File: src/rtl/hub75_fetchshift_if.sv
// hub75_fetchshift_if: start/busy handshake, framebuffer read port and panel pins of the column engine
interface hub75_fetchshift_if #(
    parameter int ROW_W = 6,
    parameter int BIT_W = 3,
    parameter int COLS  = 64
);
    localparam int COL_W = $clog2(COLS);
    logic                   fetchshift_start;
    logic [ROW_W-1:0]       row_in;
    logic [BIT_W-1:0]       bit_in;
    logic                   fetchshift_busy;
    logic                   fb_rd_en;
    logic [ROW_W+COL_W-1:0] fb_addr;
    logic [47:0]            fb_rd_data;
    logic                   r0, g0, b0, r1, g1, b1;
    logic                   pix_clk;
    modport master (
        output fetchshift_start, row_in, bit_in, fb_rd_data,
        input  fetchshift_busy, fb_rd_en, fb_addr, r0, g0, b0, r1, g1, b1, pix_clk
    );
    modport slave (
        input  fetchshift_start, row_in, bit_in, fb_rd_data,
        output fetchshift_busy, fb_rd_en, fb_addr, r0, g0, b0, r1, g1, b1, pix_clk
    );
endinterface

File: src/rtl/hub75_fetchshift.sv
// hub75_fetchshift: fetches one row of framebuffer words and shifts a single bit-plane to the HUB75 RGB pins
module hub75_fetchshift #(
    parameter int COLS  = 64,
    parameter int ROW_W = 6,
    parameter int BIT_W = 3,
    parameter int HALF  = 2
) (
    input logic               sys_clk,
    input logic               rst_n,
    hub75_fetchshift_if.slave bus
);
    localparam int COL_W = $clog2(COLS);
    localparam int CNT_W = (HALF > 1) ? $clog2(HALF) : 1;
    typedef enum logic [2:0] {IDLE, ADDR, DATA, HIGH, DONE} state_t;
    state_t             state;
    logic [ROW_W-1:0]   row_l;
    logic [2:0]         plane;
    logic [2:0]         plane_in;
    logic [COL_W-1:0]   col;
    logic [CNT_W-1:0]   cnt;
    logic [5:0]         rgb;
    logic [5:0]         px;
    logic               busy;
    logic               rd_en;
    logic               pix;
    logic [ROW_W+COL_W-1:0] addr;
    // bit 0 is the heaviest weight in the main FSM's table, so it maps to the MSB plane
    always_comb plane_in = (bus.bit_in == '0) ? 3'd7 : 3'(bus.bit_in - BIT_W'(1));
    always_comb begin
        px = '0;
        for (int i = 0; i < 6; i++) px[i] = bus.fb_rd_data[i*8 + int'(plane)];
    end
    always_ff @(posedge sys_clk) begin
        if (!rst_n) begin
            state <= IDLE;
            row_l <= '0;
            plane <= '0;
            col   <= '0;
            cnt   <= '0;
            rgb   <= '0;
            busy  <= 1'b0;
            rd_en <= 1'b0;
            pix   <= 1'b0;
            addr  <= '0;
        end else begin
            case (state)
                IDLE: if (bus.fetchshift_start) begin
                    row_l <= bus.row_in;
                    plane <= plane_in;
                    col   <= '0;
                    busy  <= 1'b1;
                    rd_en <= 1'b1;
                    addr  <= {bus.row_in, COL_W'(0)};
                    state <= ADDR;
                end
                ADDR: begin
                    rd_en <= 1'b0;
                    cnt   <= '0;
                    state <= DATA;
                end
                // read data arrives during the first DATA cycle
                DATA: begin
                    if (cnt == '0) rgb <= px;
                    if (cnt == CNT_W'(HALF - 1)) begin
                        pix   <= 1'b1;
                        cnt   <= '0;
                        state <= HIGH;
                    end else cnt <= cnt + CNT_W'(1);
                end
                HIGH: begin
                    if (cnt == CNT_W'(HALF - 1)) begin
                        pix <= 1'b0;
                        cnt <= '0;
                        if (col == COL_W'(COLS - 1)) state <= DONE;
                        else begin
                            col   <= col + COL_W'(1);
                            rd_en <= 1'b1;
                            addr  <= {row_l, col + COL_W'(1)};
                            state <= ADDR;
                        end
                    end else cnt <= cnt + CNT_W'(1);
                end
                DONE: begin
                    busy  <= 1'b0;
                    state <= IDLE;
                end
                default: state <= IDLE;
            endcase
        end
    end
    assign bus.fetchshift_busy = busy;
    assign bus.fb_rd_en        = rd_en;
    assign bus.fb_addr         = addr;
    assign bus.pix_clk         = pix;
    assign {bus.r0, bus.g0, bus.b0, bus.r1, bus.g1, bus.b1} = rgb;
endmodule

File: src/flat_wrapper.sv
// flat-port wrapper written by rule: the top's interface ports become plain ports
module hub75_fetchshift_flat 
#(
    parameter int COLS  = 64,
    parameter int ROW_W = 6,
    parameter int BIT_W = 3,
    parameter int HALF  = 2
)
  (sys_clk, rst_n, bus_fetchshift_start, bus_row_in, bus_bit_in, bus_fb_rd_data, bus_fetchshift_busy, bus_fb_rd_en, bus_fb_addr, bus_r0, bus_g0, bus_b0, bus_r1, bus_g1, bus_b1, bus_pix_clk);
  hub75_fetchshift_if #(.ROW_W(ROW_W), .BIT_W(BIT_W), .COLS(COLS)) bus_i ();
  input logic sys_clk;
  input logic rst_n;
  input wire logic [$bits(bus_i.fetchshift_start)-1:0] bus_fetchshift_start;
  input wire logic [$bits(bus_i.row_in)-1:0] bus_row_in;
  input wire logic [$bits(bus_i.bit_in)-1:0] bus_bit_in;
  input wire logic [$bits(bus_i.fb_rd_data)-1:0] bus_fb_rd_data;
  output wire logic [$bits(bus_i.fetchshift_busy)-1:0] bus_fetchshift_busy;
  output wire logic [$bits(bus_i.fb_rd_en)-1:0] bus_fb_rd_en;
  output wire logic [$bits(bus_i.fb_addr)-1:0] bus_fb_addr;
  output wire logic [$bits(bus_i.r0)-1:0] bus_r0;
  output wire logic [$bits(bus_i.g0)-1:0] bus_g0;
  output wire logic [$bits(bus_i.b0)-1:0] bus_b0;
  output wire logic [$bits(bus_i.r1)-1:0] bus_r1;
  output wire logic [$bits(bus_i.g1)-1:0] bus_g1;
  output wire logic [$bits(bus_i.b1)-1:0] bus_b1;
  output wire logic [$bits(bus_i.pix_clk)-1:0] bus_pix_clk;
  assign bus_i.fetchshift_start = bus_fetchshift_start;
  assign bus_i.row_in = bus_row_in;
  assign bus_i.bit_in = bus_bit_in;
  assign bus_i.fb_rd_data = bus_fb_rd_data;
  assign bus_fetchshift_busy = bus_i.fetchshift_busy;
  assign bus_fb_rd_en = bus_i.fb_rd_en;
  assign bus_fb_addr = bus_i.fb_addr;
  assign bus_r0 = bus_i.r0;
  assign bus_g0 = bus_i.g0;
  assign bus_b0 = bus_i.b0;
  assign bus_r1 = bus_i.r1;
  assign bus_g1 = bus_i.g1;
  assign bus_b1 = bus_i.b1;
  assign bus_pix_clk = bus_i.pix_clk;
  hub75_fetchshift #(.COLS(COLS), .ROW_W(ROW_W), .BIT_W(BIT_W), .HALF(HALF)) u_core (.sys_clk(sys_clk), .rst_n(rst_n), .bus(bus_i));
endmodule
File: config.mk
export PLATFORM = sky130hd
export DESIGN_NAME = hub75_fetchshift_flat
export DESIGN_NICKNAME = d
export VERILOG_FILES = /design/src/rtl/hub75_fetchshift_if.sv /design/src/rtl/hub75_fetchshift.sv /design/src/flat_wrapper.sv
export SDC_FILE = /design/constraint.sdc
export NUM_CORES = 1
export LEC_CHECK = 0
export CAP_MARGIN = 20
export CORE_UTILIZATION = 42
export CTS_CLUSTER_SIZE = 10
export DETAILED_ROUTE_END_ITERATION = 7
export GPL_ROUTABILITY_DRIVEN = 1
export GPL_TIMING_DRIVEN = 0
export PLACE_DENSITY_LB_ADDON = 0.08
export SLEW_MARGIN = 10
export SYNTH_ARGS = -nofsm -noshare
export SYNTH_HDL_FRONTEND = slang
export SYNTH_SLANG_ARGS = --single-unit
File: constraint.sdc
create_clock -name sys_clk -period 1.71 [get_ports sys_clk]
set_clock_uncertainty 0.05 [all_clocks]
set_input_delay 0.342 -clock sys_clk [delete_from_list [all_inputs] [get_ports sys_clk]]
set_output_delay 0.342 -clock sys_clk [all_outputs]
set_load 0.1 [all_outputs]
==> results.txt <==
The die is 68.3 um wide. The tools report the total DRC errors in the routed layout as 0. After clock tree synthesis, the clock-pin slew on the worst setup and hold paths is 0.07 ns.

The timing-limited maximum frequency was 605 MHz; the fraction of layout instances using a drive strength above 1 was 0.247. The transition time at the pin with the least slew margin works out to 0.569 ns. For the count of max-cap constraint violations, the log shows 0. Detailed placement finished with a half-perimeter wire length of 4.06 mm. The count of flip-flops with a built-in enable after synthesis is 0, and the worst max-slew margin expressed relative to the limit is 0.623.

The clock tree root driver cell was sky130_fd_sc_hd__clkbuf_8. TritonCTS created 5 clock buffers. Averaged over all synthesized cells, the footprint is 9.67 um2.

The period utilization is 0.967, and the die outline height is 68.3 um. The cell area that synthesis handed to floorplanning was 0.00185 mm2. The floorplan step defined a core boundary enclosing 0.00412 mm2. For this block, the via count after detailed routing is 1793. The sequential-to-total area share from yosys stat came out at 0.369. The synthesized netlist contains 41 unique library cells.

The flow ran to the end, and the final reports show no timing, DRC or antenna violations. By startpoint and endpoint, the worst setup path is classified as flip-flop to output pin. The total count of max-transition violations in the final report is 0. For the clock sink count, the log shows 34. The clock reaches the later pin of the worst-skew pair after 0.29 ns. Element type at the critical path start: a flip-flop.

In this run the register-to-register setup slack is 0.09 ns. Largest fanout on the critical path: 7. The H-tree was split into 2 levels. Hold timing on the final database bottoms out at a slack of 0.403 ns. Detail-routed net length per standard cell: 15.7 um. After clock tree synthesis, the flow added hold-fix buffers numbering 0. met2 is the most crowded layer. Dividing the detail-routed via count by the number of cells gives 5.38.

The startpoint identified for the worst hold timing path is u_core.row_l[1]. Routability-driven placement finished with a final weighted congestion of 0.817. TritonCTS built the clock tree. The first global-routing pass estimated 8.64 mm of wire. Setup violations remaining at the end of the flow were counted as 0.

The proportion of register bits with asynchronous set or reset after synthesis is 0. Grouping stages by cell kind, the critical path spends the most delay in buffers and inverters. The pin count of the biggest net entering global routing is 11. For the hold violation count in the final report, the log shows 0.

The layout has 360 filler cells. The area added between synthesis and finish is 57.7%, and the post-synthesis instance total is 191. For the total wirelength of the detailed-routed design, the log shows 5.23 mm. The share of the core filled with cells came out at 0.708.

The critical path goes through clkdlybuf4s18_2. The first-pass detailed-route iteration total came out at 4. The number of antenna diodes in the final layout is 0. The met1 capacity usage during global routing is 0.301, and the count of input and output buffers is 80.

The met2 global-route usage is 0.404, and the post-route minimum period is 1.65 ns. The global-route track usage on met3 is 0.0600, and the footprint of the flip-flops and latches is 697 um2. Data on the critical path is required at its endpoint by 1.32 ns. STA classifies the critical path endpoint as an output pin. The initial antenna violation count was 0. For the full die area, the log shows 0.00467 mm2. In the synthesized netlist the dominant register cell turns out to be sky130_fd_sc_hd__dfxtp_1. The net count of the finished layout is 346. The multi-input combinational cells in the finished layout cover a total of 0.00109 mm2.

Tracing the worst setup path back leads to its startpoint at u_core.col[4]. The class of the most critical hold timing path is flip-flop to flip-flop. The logs give 1.26 ns for the worst path arrival time and 81 for the I/O pin count.

Setup repair after global routing left no endpoint under its margin. The count of nets left with antenna violations once routing finished came out at 0. On the worst path, the slowest cell contributes a delay of 0.57 ns. The tools report the total congestion overflow after global routing as 0.

On the critical path, the stage with the largest delay is an instance of sky130_fd_sc_hd__clkdlybuf4s18_2. Yosys printed 0 warnings. The worst register-to-register path begins at u_core.cnt. The maximum root-to-sink buffer count came out at 2.

In the layout the commonest cells are 58 x sky130_fd_sc_hd__clkdlybuf4s50_1, 27 x sky130_fd_sc_hd__dfxtp_1, 20 x sky130_fd_sc_hd__nand2_1, 20 x sky130_fd_sc_hd__clkdlybuf4s15_2, 14 x sky130_fd_sc_hd__o21ai_0. The logs give 0.449 for the starting density of the core and 0.00291 mm2 for the cell area after layout. For the total cell area at the placement stage, the log shows 0.00274 mm2.

Counting every net in the synthesized netlist gives 254. The synthesis-stage register bit count is 34. The power density normalized to cell area was 902 mW/mm2. The number of global-route vias before repair was 1835; the leakage power figure was 1.09 nW.

For this block, the initial DRC count from the detailed router was 74. The total track usage is 0.251. The floorplan has 23 rows.

The library cell used most frequently in the layout, excluding fill and tap cells, is sky130_fd_sc_hd__clkdlybuf4s50_1. Buffering stage count on the worst path with inverters included: 1. The worst ir drop on vdd is 0.628 mV.
==> registers in the layout, summed over array words and instances, names as in the netlist <==
| register | cells |
|---|---|
| u_core.bus.pix_clk | 1 |
| u_core.cnt | 1 |
| u_core.row_l | 6 |
| u_core.bus.fb_rd_en | 1 |
| u_core.rgb | 6 |
| u_core.plane | 3 |
| u_core.bus.fetchshift_busy | 1 |
| u_core.bus.fb_addr | 7 |
| u_core.col | 5 |
| u_core.state | 3 |
==> kinds of logic (layout without fill, tap and decap cells) <==
group / Yosys count / in the layout / synth area share
AND/OR/NAND/NOR: 66 / 66 / 0.201
AO/OA/AOI/OAI: 50 / 50 / 0.174
flip-flops: 34 / 34 / 0.369
buffers and inverters: 20 / 112 / 0.0576
multiplexers: 18 / 18 / 0.179
adder cells (fa/ha/maj): 3 / 3 / 0.0203
==> per-layer routing <==
metal	up-vias	wire length, um
met5	-	0
met4	0	208
li1	906	-
met3	21	187
met2	57	2540
met1	809	2300
==> Yosys cell counts (all sizes together) (3+ instances only) <==
cell	n	area share
clkbuf	3	0.0068
mux2i	6	0.033
o21ai	14	0.038
a21oi	12	0.033
ha	3	0.020
nand2	20	0.041
buf	10	0.037
o22ai	6	0.020
nor2	14	0.030
nand3	3	0.0081
mux4	12	0.15
a211oi	9	0.042
nand2b	3	0.012
inv	7	0.014
nor3	8	0.022
and3	3	0.010
dfxtp	34	0.37
==> timing repair <==
item	4_1_cts	5_1_grt
setup endpoints to repair	34	26
pin swaps	0	3
buffers inserted	0	5
gates resized for setup	67	5
==> worst paths after layout <==
kind	to	cells past startpoint
hold / removal	u_core.row_l[1]	2
setup / recovery	bus_fb_addr[4]	1
setup reg to reg	u_core.bus.fb_addr[10]	5
hold reg to reg	u_core.row_l[1]	2
==> layout make-up <==
cell class	instances	share of cell area
Multi-Input combinational cell	137	0.373
Timing Repair Buffer	85	0.296
Sequential cell	34	0.239
Buffer	13	0.0314
Clock buffer	7	0.0296
Tap cell	50	0.0215
Inverter	7	0.00902
==> through the flow <==
stage          instances  setup TNS [ns]  worst slack, ns  total power [mW]
4_1_cts              328               0          0.00658              2.62
2_1_floorplan        191               0          0.00121              1.71
3_3_place_gp         321          -10.34           -0.414              2.03
6_report             333               0           0.0559              2.63
3_5_place_dp         321          -10.63           -0.429              2.04
5_1_grt              333               0          0.00377              2.76
==> report_power, final <==
part | leakage [nW] | switching, mW | internal (mW)
combinational | 0.760 | 0.670 | 0.432
sequential | 0.283 | 0.0608 | 0.875
clock | 0.0443 | 0.271 | 0.319
Note: power is estimated with default switching activity, not from simulation.
